<file path="src/rtl/fetch_pkg.sv">
// Shared types and defaults for the instruction-fetch stage.
package fetch_pkg;

    typedef enum logic [1:0] {
        REQ     = 2'd0,
        WAIT    = 2'd1,
        HOLD    = 2'd2,
        DISCARD = 2'd3
    } fetch_state_e;

    localparam logic [31:0] RESET_PC_DEF  = 32'h0000_0000;
    localparam logic [31:0] NOP_INSTR_DEF = 32'h0000_0000;
    localparam int          PC_INC        = 4;

endpackage

</file>
<file path="src/rtl/fetch_stage_if.sv">
// Instruction-memory request/response bus, single outstanding request.
interface fetch_stage_if #(
    parameter int ADDR_W = 32
);
    logic              imem_req;
    logic [ADDR_W-1:0] imem_addr;
    logic              imem_ready;
    logic              imem_rvalid;
    logic [31:0]       imem_rdata;

    modport master (
        output imem_req, imem_addr,
        input  imem_ready, imem_rvalid, imem_rdata
    );

    modport slave (
        input  imem_req, imem_addr,
        output imem_ready, imem_rvalid, imem_rdata
    );
endinterface

</file>
<file path="src/rtl/fetch_stage_ifid_reg.sv">
// IF/ID pipeline register: flush beats hold beats load; otherwise a bubble.
module ifid_reg #(
    parameter int          ADDR_W    = 32,
    parameter logic [31:0] NOP_INSTR = 32'h0000_0000
) (
    input  logic              clk,
    input  logic              rst_n,
    input  logic              flush,
    input  logic              enable,
    input  logic              load,
    input  logic [31:0]       load_instr,
    input  logic [ADDR_W-1:0] load_pc,
    input  logic [ADDR_W-1:0] load_pc4,
    output logic              ifid_valid,
    output logic [31:0]       ifid_instr,
    output logic [ADDR_W-1:0] ifid_pc,
    output logic [ADDR_W-1:0] ifid_pc4
);

    always_ff @(posedge clk or negedge rst_n) begin
        if (!rst_n) begin
            ifid_valid <= 1'b0;
            ifid_instr <= NOP_INSTR;
            ifid_pc    <= '0;
            ifid_pc4   <= '0;
        end else if (flush) begin
            ifid_valid <= 1'b0;
            ifid_instr <= NOP_INSTR;
        end else if (!enable) begin
            ifid_valid <= ifid_valid;
        end else if (load) begin
            ifid_valid <= 1'b1;
            ifid_instr <= load_instr;
            ifid_pc    <= load_pc;
            ifid_pc4   <= load_pc4;
        end else begin
            // pc fields are kept so a bubble still carries the last link value
            ifid_valid <= 1'b0;
            ifid_instr <= NOP_INSTR;
        end
    end

endmodule

</file>
<file path="src/rtl/fetch_stage.sv">
// Fetch stage: PC, single-outstanding imem FSM, one-entry skid and the IF/ID register.
module fetch_stage
    import fetch_pkg::*;
#(
    parameter int                ADDR_W    = 32,
    parameter logic [ADDR_W-1:0] RESET_PC  = ADDR_W'(RESET_PC_DEF),
    parameter logic [31:0]       NOP_INSTR = NOP_INSTR_DEF
) (
    input  logic              clk,
    input  logic              rst_n,
    input  logic              enable_1,
    input  logic              reset1,
    input  logic              redirect_valid,
    input  logic [ADDR_W-1:0] redirect_pc,
    fetch_stage_if.master     imem,
    output logic              ifid_valid,
    output logic [31:0]       ifid_instr,
    output logic [ADDR_W-1:0] ifid_pc,
    output logic [ADDR_W-1:0] ifid_pc4
);

    fetch_state_e      state, state_n;
    logic [ADDR_W-1:0] pc, pc_n, pc_plus4;
    logic [31:0]       skid, skid_n;
    logic              hs;
    logic              ld_vld;
    logic [31:0]       ld_instr;

    assign pc_plus4       = pc + ADDR_W'(PC_INC);
    assign hs             = (state == REQ) && imem.imem_ready && rst_n;
    assign imem.imem_req  = rst_n && (state == REQ);
    assign imem.imem_addr = pc;

    always_ff @(posedge clk or negedge rst_n) begin
        if (!rst_n) begin
            state <= REQ;
            pc    <= RESET_PC;
            skid  <= NOP_INSTR;
        end else begin
            state <= state_n;
            pc    <= pc_n;
            skid  <= skid_n;
        end
    end

    always_comb begin
        state_n  = state;
        pc_n     = pc;
        skid_n   = skid;
        ld_vld   = 1'b0;
        ld_instr = imem.imem_rdata;
        case (state)
            REQ: if (hs) state_n = WAIT;
            WAIT: begin
                if (imem.imem_rvalid) begin
                    if (!enable_1) begin
                        skid_n  = imem.imem_rdata;
                        state_n = HOLD;
                    end else begin
                        // a simultaneous flush drops the word; same pc is refetched
                        state_n = REQ;
                        if (!reset1) begin
                            ld_vld = 1'b1;
                            pc_n   = pc_plus4;
                        end
                    end
                end
            end
            HOLD: begin
                if (enable_1) begin
                    ld_instr = skid;
                    state_n  = REQ;
                    if (!reset1) begin
                        ld_vld = 1'b1;
                        pc_n   = pc_plus4;
                    end
                end
            end
            DISCARD: if (imem.imem_rvalid) state_n = REQ;
            default: state_n = REQ;
        endcase

        if (redirect_valid) begin
            pc_n   = redirect_pc;
            skid_n = NOP_INSTR;
            ld_vld = 1'b0;
            // any request still in flight must have its response swallowed
            if (hs || (((state == WAIT) || (state == DISCARD)) && !imem.imem_rvalid))
                state_n = DISCARD;
            else
                state_n = REQ;
        end
    end

    ifid_reg #(
        .ADDR_W    (ADDR_W),
        .NOP_INSTR (NOP_INSTR)
    ) u_ifid (
        .clk        (clk),
        .rst_n      (rst_n),
        .flush      (reset1),
        .enable     (enable_1),
        .load       (ld_vld),
        .load_instr (ld_instr),
        .load_pc    (pc),
        .load_pc4   (pc_plus4),
        .ifid_valid (ifid_valid),
        .ifid_instr (ifid_instr),
        .ifid_pc    (ifid_pc),
        .ifid_pc4   (ifid_pc4)
    );

endmodule

</file>
<file path="src/flat_wrapper.sv">
// flat-port wrapper written by rule: the top's interface ports become plain ports
module fetch_stage_flat import fetch_pkg::*;
#(
    parameter int                ADDR_W    = 32,
    parameter logic [ADDR_W-1:0] RESET_PC  = ADDR_W'(RESET_PC_DEF),
    parameter logic [31:0]       NOP_INSTR = NOP_INSTR_DEF
)
  (clk, rst_n, enable_1, reset1, redirect_valid, redirect_pc, ifid_valid, ifid_instr, ifid_pc, ifid_pc4, imem_imem_req, imem_imem_addr, imem_imem_ready, imem_imem_rvalid, imem_imem_rdata);
  fetch_stage_if #(.ADDR_W(ADDR_W)) imem_i ();
  input  logic clk;
  input  logic rst_n;
  input  logic enable_1;
  input  logic reset1;
  input  logic redirect_valid;
  input  logic [ADDR_W-1:0] redirect_pc;
  output logic ifid_valid;
  output logic [31:0] ifid_instr;
  output logic [ADDR_W-1:0] ifid_pc;
  output logic [ADDR_W-1:0] ifid_pc4;
  output wire logic [$bits(imem_i.imem_req)-1:0] imem_imem_req;
  output wire logic [$bits(imem_i.imem_addr)-1:0] imem_imem_addr;
  input wire logic [$bits(imem_i.imem_ready)-1:0] imem_imem_ready;
  input wire logic [$bits(imem_i.imem_rvalid)-1:0] imem_imem_rvalid;
  input wire logic [$bits(imem_i.imem_rdata)-1:0] imem_imem_rdata;
  assign imem_imem_req = imem_i.imem_req;
  assign imem_imem_addr = imem_i.imem_addr;
  assign imem_i.imem_ready = imem_imem_ready;
  assign imem_i.imem_rvalid = imem_imem_rvalid;
  assign imem_i.imem_rdata = imem_imem_rdata;
  fetch_stage #(.ADDR_W(ADDR_W), .RESET_PC(RESET_PC), .NOP_INSTR(NOP_INSTR)) u_core (.clk(clk), .rst_n(rst_n), .enable_1(enable_1), .reset1(reset1), .redirect_valid(redirect_valid), .redirect_pc(redirect_pc), .imem(imem_i), .ifid_valid(ifid_valid), .ifid_instr(ifid_instr), .ifid_pc(ifid_pc), .ifid_pc4(ifid_pc4));
endmodule
</file>
<file path="config.mk">
export PLATFORM = sky130hd
export DESIGN_NAME = fetch_stage_flat
export DESIGN_NICKNAME = d
export VERILOG_FILES = /design/src/rtl/fetch_pkg.sv /design/src/rtl/fetch_stage_if.sv /design/src/rtl/fetch_stage_ifid_reg.sv /design/src/rtl/fetch_stage.sv /design/src/flat_wrapper.sv
export SDC_FILE = /design/constraint.sdc
export NUM_CORES = 1
export LEC_CHECK = 0
export CAP_MARGIN = 20
export CORE_MARGIN = 2
export CORE_UTILIZATION = 40
export CTS_BUF_LIST = sky130_fd_sc_hd__clkbuf_8
export DETAILED_ROUTE_END_ITERATION = 7
export HOLD_SLACK_MARGIN = 0.15
export PLACE_DENSITY = 0.77
export SKIP_CTS_REPAIR_TIMING = 1
export SYNTH_ARGS = -nofsm -noshare
export SYNTH_HDL_FRONTEND = slang
export SYNTH_HIERARCHICAL = 1
export SYNTH_SLANG_ARGS = --single-unit
export TNS_END_PERCENT = 5
</file>
<file path="constraint.sdc">
create_clock -name clk -period 4.51 [get_ports clk]
set_input_delay 0.6765 -clock clk [delete_from_list [all_inputs] [get_ports clk]]
set_output_delay 0.6765 -clock clk [all_outputs]
set_load 0.05 [all_outputs]
</file>
==> results of run 1 <==
-- registers in the layout, summed over array words and instances (netlist names) --
signal	count
u_core/imem.imem_addr	32
u_core/skid	32
u_core/state	2
u_core/u_ifid/ifid_instr	32
u_core/u_ifid/ifid_pc	32
u_core/u_ifid/ifid_pc4	32
u_core/u_ifid/ifid_valid	1
-- how the worst min path moves through the flow --
| stage | to | cells after the start | startpoint | slack [ns] |
|---|---|---|---|---|
| 6_report | u_core/u_ifid/ifid_pc[31] | 1 | u_core/u_ifid/ifid_pc[31] | 0.51 |
| 5_1_grt | u_core/u_ifid/ifid_pc[31] | 1 | u_core/u_ifid/ifid_pc[31] | 0.53 |
| 4_1_cts | u_core/u_ifid/ifid_pc[1] | 1 | rst_n | 0.04 |
| 3_5_place_dp | u_core/u_ifid/ifid_pc[31] | 1 | u_core/u_ifid/ifid_pc[31] | 0.49 |
| 3_3_place_gp | u_core/u_ifid/ifid_pc[31] | 1 | u_core/u_ifid/ifid_pc[31] | 0.49 |
| 2_1_floorplan | u_core/imem.imem_addr[0] | 0 | rst_n | 0.38 |
-- layout make-up --
cell class                      count  area [um2]  area share
Multi-Input combinational cell    533        3820       0.353
Timing Repair Buffer              215        2120       0.196
Clock inverter                     13         170      0.0157
Inverter                            6        22.5     0.00208
Tap cell                          270         338      0.0312
Clock buffer                       19         262      0.0242
Sequential cell                   163        4080       0.377
-- cell usage in the layout, fill, tap and decap left out, types with 22 or more instances in the layout --
master           count
mux2_4              60
o21ai_1             22
nand3_1             48
nand2b_1            36
mux2_2              39
xor2_1              29
nand2_1            121
xnor2_1             25
a21oi_1             66
dfrtp_1            163
clkdlybuf4s50_1    197
-- per-layer routing --
metal  global-route usage  up-vias
met5                    0        -
met3               0.0552       28
li1                     -     2944
met1                0.253     3088
met2                0.312      247
met4               0.0625        0
-- stage by stage --
step           std cells   util  setup WS (ns)
2_1_floorplan        754      -           2.15
4_1_cts             1218  0.534           1.54
3_3_place_gp        1186  0.512           1.28
6_report            1219  0.534           1.38
5_1_grt             1219  0.534           1.30
3_5_place_dp        1186  0.512           1.25
-- cell families after synthesis --
logic type	Yosys count	share of synthesized area
simple gates	268	0.164
flops	163	0.495
mux	102	0.166
fa+ha+maj	5	0.00759
buf+inv	58	0.0428
compound gates	104	0.0670
xor+xnor	54	0.0574
-- power by group through the flow --
stage | registers (W) | logic, W | clock network (W)
2_1_floorplan | 0.00276 | 0.000656 | 0
3_3_place_gp | 0.00196 | 0.00216 | 0
3_5_place_dp | 0.00197 | 0.00220 | 0
4_1_cts | 0.00195 | 0.00220 | 0.00119
5_1_grt | 0.00199 | 0.00229 | 0.00126
6_report | 0.00195 | 0.00219 | 0.00116
==> results.yml, run 1 <==
sta:
  drv_slew: 0
  period_share: 0.694
  setup_tns_ns: 0
  fin_crit_ns: 3.13
  final_hold_viol_count: 0
  finClkSkew_ns: 0.00794
  rsz0062_at_grt: "false"
  finalSetupViolations: 0
  tightest_slew_ns: 0.954
  fmaxAchievable_mhz: 320
  slew_headroom: 0.364
  worst_hold_slack_ns: 0.511
power_and_ir_drop:
  p_sw_w: 0.00211
  p_sw_frac: 0.398
  power_frac_seq: 0.367
  share_comb_of_total_power: 0.413
  p_total_w: 0.00530
  internal_power_w: 0.00319
  peakVddDrop_mv: 0.210
  total_leakage_power_nw: 4.65
  p_clk_frac: 0.219
  power_density_nw_per_um2: 491
routing:
  met2_length_mm: 9.79
  drtPass1Iterations: 4
  viasPerCell: 5.17
  antenna_left: 0
  wl_per_cell_um: 17.3
  totalWireLength_mm: 21.1
  met3_length_mm: 1.72
  dr.max_layer_used: "met4"
  met1_length_mm: 9.17
  vias: 6307
  drtIter0Drc: 306
  drc: 0
clock_network:
  clkTransAtPathRegs_ns: 0.08
  cts_max_path_buffers: 2
  cts_made_buffers: 17
  cts_tree: "yes"
  cts_sinks: 163
  cts_max_level: 4
  clockRootBuffer: "clkbuf_8"
  clk_latency_ns: 0.45
die:
  die_w_um: 148
  core-area_um2: 20200
  num_rows: 52
  die_y_um: 148
  start_util: 0.407
  ioPinCount: 201
  fp.dieArea_um2: 21800
setup_path:
  end_kind: "output pin"
  crit_path_end: "imem_imem_req"
  regToRegSetupSlack_ns: 1.76
  arrival_ns: 2.45
  cp_num_cells: 4
  worstPathRequired_ns: 3.83
  slowest_stage: "clkdlybuf4s50_1"
  crit_type: "in2out"
  r2r.worst_path.cells: 7
  worstSetupStartpointType: "input pin"
  rr_endpoint: "u_core/u_ifid/ifid_pc[20]"
  reg2reg_from: "u_core/state[1]"
  worstPathCellList: "dlygate4sd3_1, buf_6, and2_1, clkdlybuf4s50_1"
  critPathLaunch: "rst_n"
  path_buf_inv: 3
  critical-path-max-stage-delay_ns: 0.82
  crit_fanout: 24
  critPathTopFamily: "buffers and inverters"
grt:
  antenna_found_initial: 0
  gr-total-overflow: 0
  grt_pass1_vias: 6292
  grtUsageTotal: 0.194
  grt_first_pass_wirelength_mm: 33.6
  grt_max_degree: 76
synth:
  synth_top_area_cell: "dfrtp_1"
  async_flop_share: 1.00
  yosysMostFrequentCell: "dfrtp_1"
  synth_area_um2: 8240
  ys_seq_area_frac: 0.495
  synthFlopType: "dfrtp_1"
  synthTopCellsByCount: "163 x dfrtp_1, 121 x nand2_1, 66 x a21oi_1"
  postSynthCellCount: 754
  yosysWarnings: 6
  syn-num-nets: 830
  synth_edf_count: 0
  synth.avg_cell_area_um2: 10.9
  yosys_register_bits: 163
  ys_top_cells_by_area: "dfrtp_1 50%, mux2_4 11%, nand2_1 5.5%"
  synth_cell_types: 48
  synth_top_area_frac: 0.495
job:
  drv_cap: 0
layout:
  final_nets: 1012
  n_antenna_cell: 0
  design_area_um2: 10800
  drive_gt1_frac: 0.166
  area_growth_pct: 31.2
  nFillCells: 1728
status:
  outcome: "completed"
placed_design:
  gp_congestion: 0.776
  portBuffers: 200
  dp_hpwl_mm: 13.9
  place_area_um2: 10400
hold_path:
  worst_hold_path_type: "reg2reg"
No activity file was read; power rests on OpenSTA's default activity.
==> inputs of run 2 (changes only) <==
PLACE_DENSITY = 0.79   (was 0.77)
clock period = 2.6 ns   (was 4.51 ns; I/O delays follow)
==> run 2 against run 1 <==
Against the previous run: critical path depth rose by 3; core utilization rose by 0.38 points; clock-buffer cell count rose by 1; clock power rose by 57%; first-iteration DRC count rose by 17%; largest cell class unchanged.
==> results.yml, run 2 (same netlist as run 1, synthesis figures left out) <==
power_and_ir_drop:
  total_leakage_power_nw: 4.71
  power_density_nw_per_um2: 830
  peakVddDrop_mv: 0.321
job:
  drv_cap: 0
die:
  core-area_um2: 20200
  fp.dieArea_um2: 21800
  start_util: 0.407
  die_w_um: 148
  ioPinCount: 201
  die_y_um: 148
  num_rows: 52
layout:
  final_common_cell: "clkdlybuf4s50_1"
  fin_cells: 1231
  final_nets: 1025
  drive_gt1_frac: 0.176
  area_growth_pct: 32.2
  layout_common_cells: "196 x clkdlybuf4s50_1, 163 x dfrtp_1, 121 x nand2_1"
  nFillCells: 1740
  n_antenna_cell: 0
hold_path:
  worst_hold_path_type: "in2async"
grt:
  antenna_found_initial: 0
  grt_max_degree: 82
  grt_first_pass_wirelength_mm: 34.6
  busiest_layer: "met2"
  grtUsageMet2: 0.316
  grtUsageTotal: 0.199
  use_met3: 0.0469
  grt_pass1_vias: 6373
  gr-total-overflow: 0
  met1_usage: 0.276
placed_design:
  dp_hpwl_mm: 14.6
  portBuffers: 200
  gp_congestion: 0.808
  place_inst: 1199
sta:
  worst_hold_slack_ns: 0.394
  fmaxAchievable_mhz: 431
  final_hold_viol_count: 0
  tightest_slew_ns: 0.679
  rsz0062_at_grt: "false"
  fin_crit_ns: 2.32
  period_share: 0.891
  slew_headroom: 0.547
  finClkSkew_ns: 0.0185
  setup_tns_ns: 0
  finalSetupViolations: 0
  drv_slew: 0
setup_path:
  worstPathCellList: "inv_1, ha_1, a21oi_1, nor4b_2, nand3b_4, buf_12, mux2_4"
  end_kind: "flop"
  slowest_stage: "nor4b_2"
  worstPathRequired_ns: 2.94
  arrival_ns: 2.66
  crit_type: "reg2reg"
  crit_fanout: 22
  critical-path-max-stage-delay_ns: 0.42
  worstSetupStartpointType: "flop"
clock_network:
  clockRootBuffer: "clkbuf_8"
  cts_tree: "yes"
  cts_made_buffers: 17
  cts_sinks: 163
  clkTransAtPathRegs_ns: 0.09
  clk_latency_ns: 0.45
  cts_max_path_buffers: 2
  cts_max_level: 4
routing:
  antenna_left: 0
  drtIter0Drc: 359
  drc: 0
  viasPerCell: 5.11
  drtPass1Iterations: 4
  vias: 6294
  totalWireLength_mm: 21.5
  wl_per_cell_um: 17.4
status:
  outcome: "completed"
run 2: through the flow:
stage | worst slack [ns] | power (W) | area [um2] | util
floorplan | 0.245 | 0.00592 | 8240 | -
global placement | 0.143 | 0.00721 | 10500 | 0.519
detailed placement | 0.0823 | 0.00728 | 10500 | 0.519
CTS | 0.259 | 0.00913 | 10900 | 0.538
global route | 0.158 | 0.00945 | 10900 | 0.538
finish | 0.282 | 0.00904 | 10900 | 0.538
run 2: cell type report:
| type | instances | area [um2] | share of cell area |
|---|---|---|---|
| flip-flops and latches | 163 | 4080 | 0.375 |
| multi-input cells | 533 | 3820 | 0.351 |
| repair buffers | 228 | 2260 | 0.207 |
| well taps | 270 | 338 | 0.0310 |
| clock buffers | 20 | 275 | 0.0253 |
| clock inverters | 11 | 101 | 0.00931 |
| inverters | 6 | 22.5 | 0.00207 |
run 2: worst max-delay path, delay by kind of cell, from the launching register on:
family	cells	cell delay [ns]
compound gates	1	0.12
fa+ha+maj	1	0.27
buf+inv	2	0.37
flops	1	0.41
mux	1	0.31
simple gates	2	0.72
run 2: routing by layer:
metal / share of wire / wire length, um
met5: 0 / 0
met4: 0.010 / 215
met3: 0.056 / 1210
met2: 0.48 / 10300
met1: 0.45 / 9710
run 2: where the power goes:
part / leakage (nW) / switching [W] / internal (W) / total (W)
clock network: 0.195 / 0.000985 / 0.000837 / 0.00182
logic: 2.33 / 0.00230 / 0.00155 / 0.00386
registers: 2.19 / 0.000368 / 0.00300 / 0.00336
total: 4.71 / 0.00365 / 0.00539 / 0.00904
run 2: worst paths after layout:
check                                          start                           end  cells after the start  slack, ns
hold / removal                                 rst_n     u_core/u_ifid/ifid_pc[10]                      2       0.39
max in group asynchronous                      rst_n               u_core/skid[28]                      3       1.19
min in group clk                            enable_1  u_core/u_ifid/ifid_instr[20]                      4       0.43
setup reg to reg                     u_core/state[1]     u_core/u_ifid/ifid_pc[23]                      7       0.28
hold reg to reg            u_core/u_ifid/ifid_pc4[1]     u_core/u_ifid/ifid_pc4[1]                      1       0.52
setup / recovery                     u_core/state[1]     u_core/u_ifid/ifid_pc[23]                      7       0.28
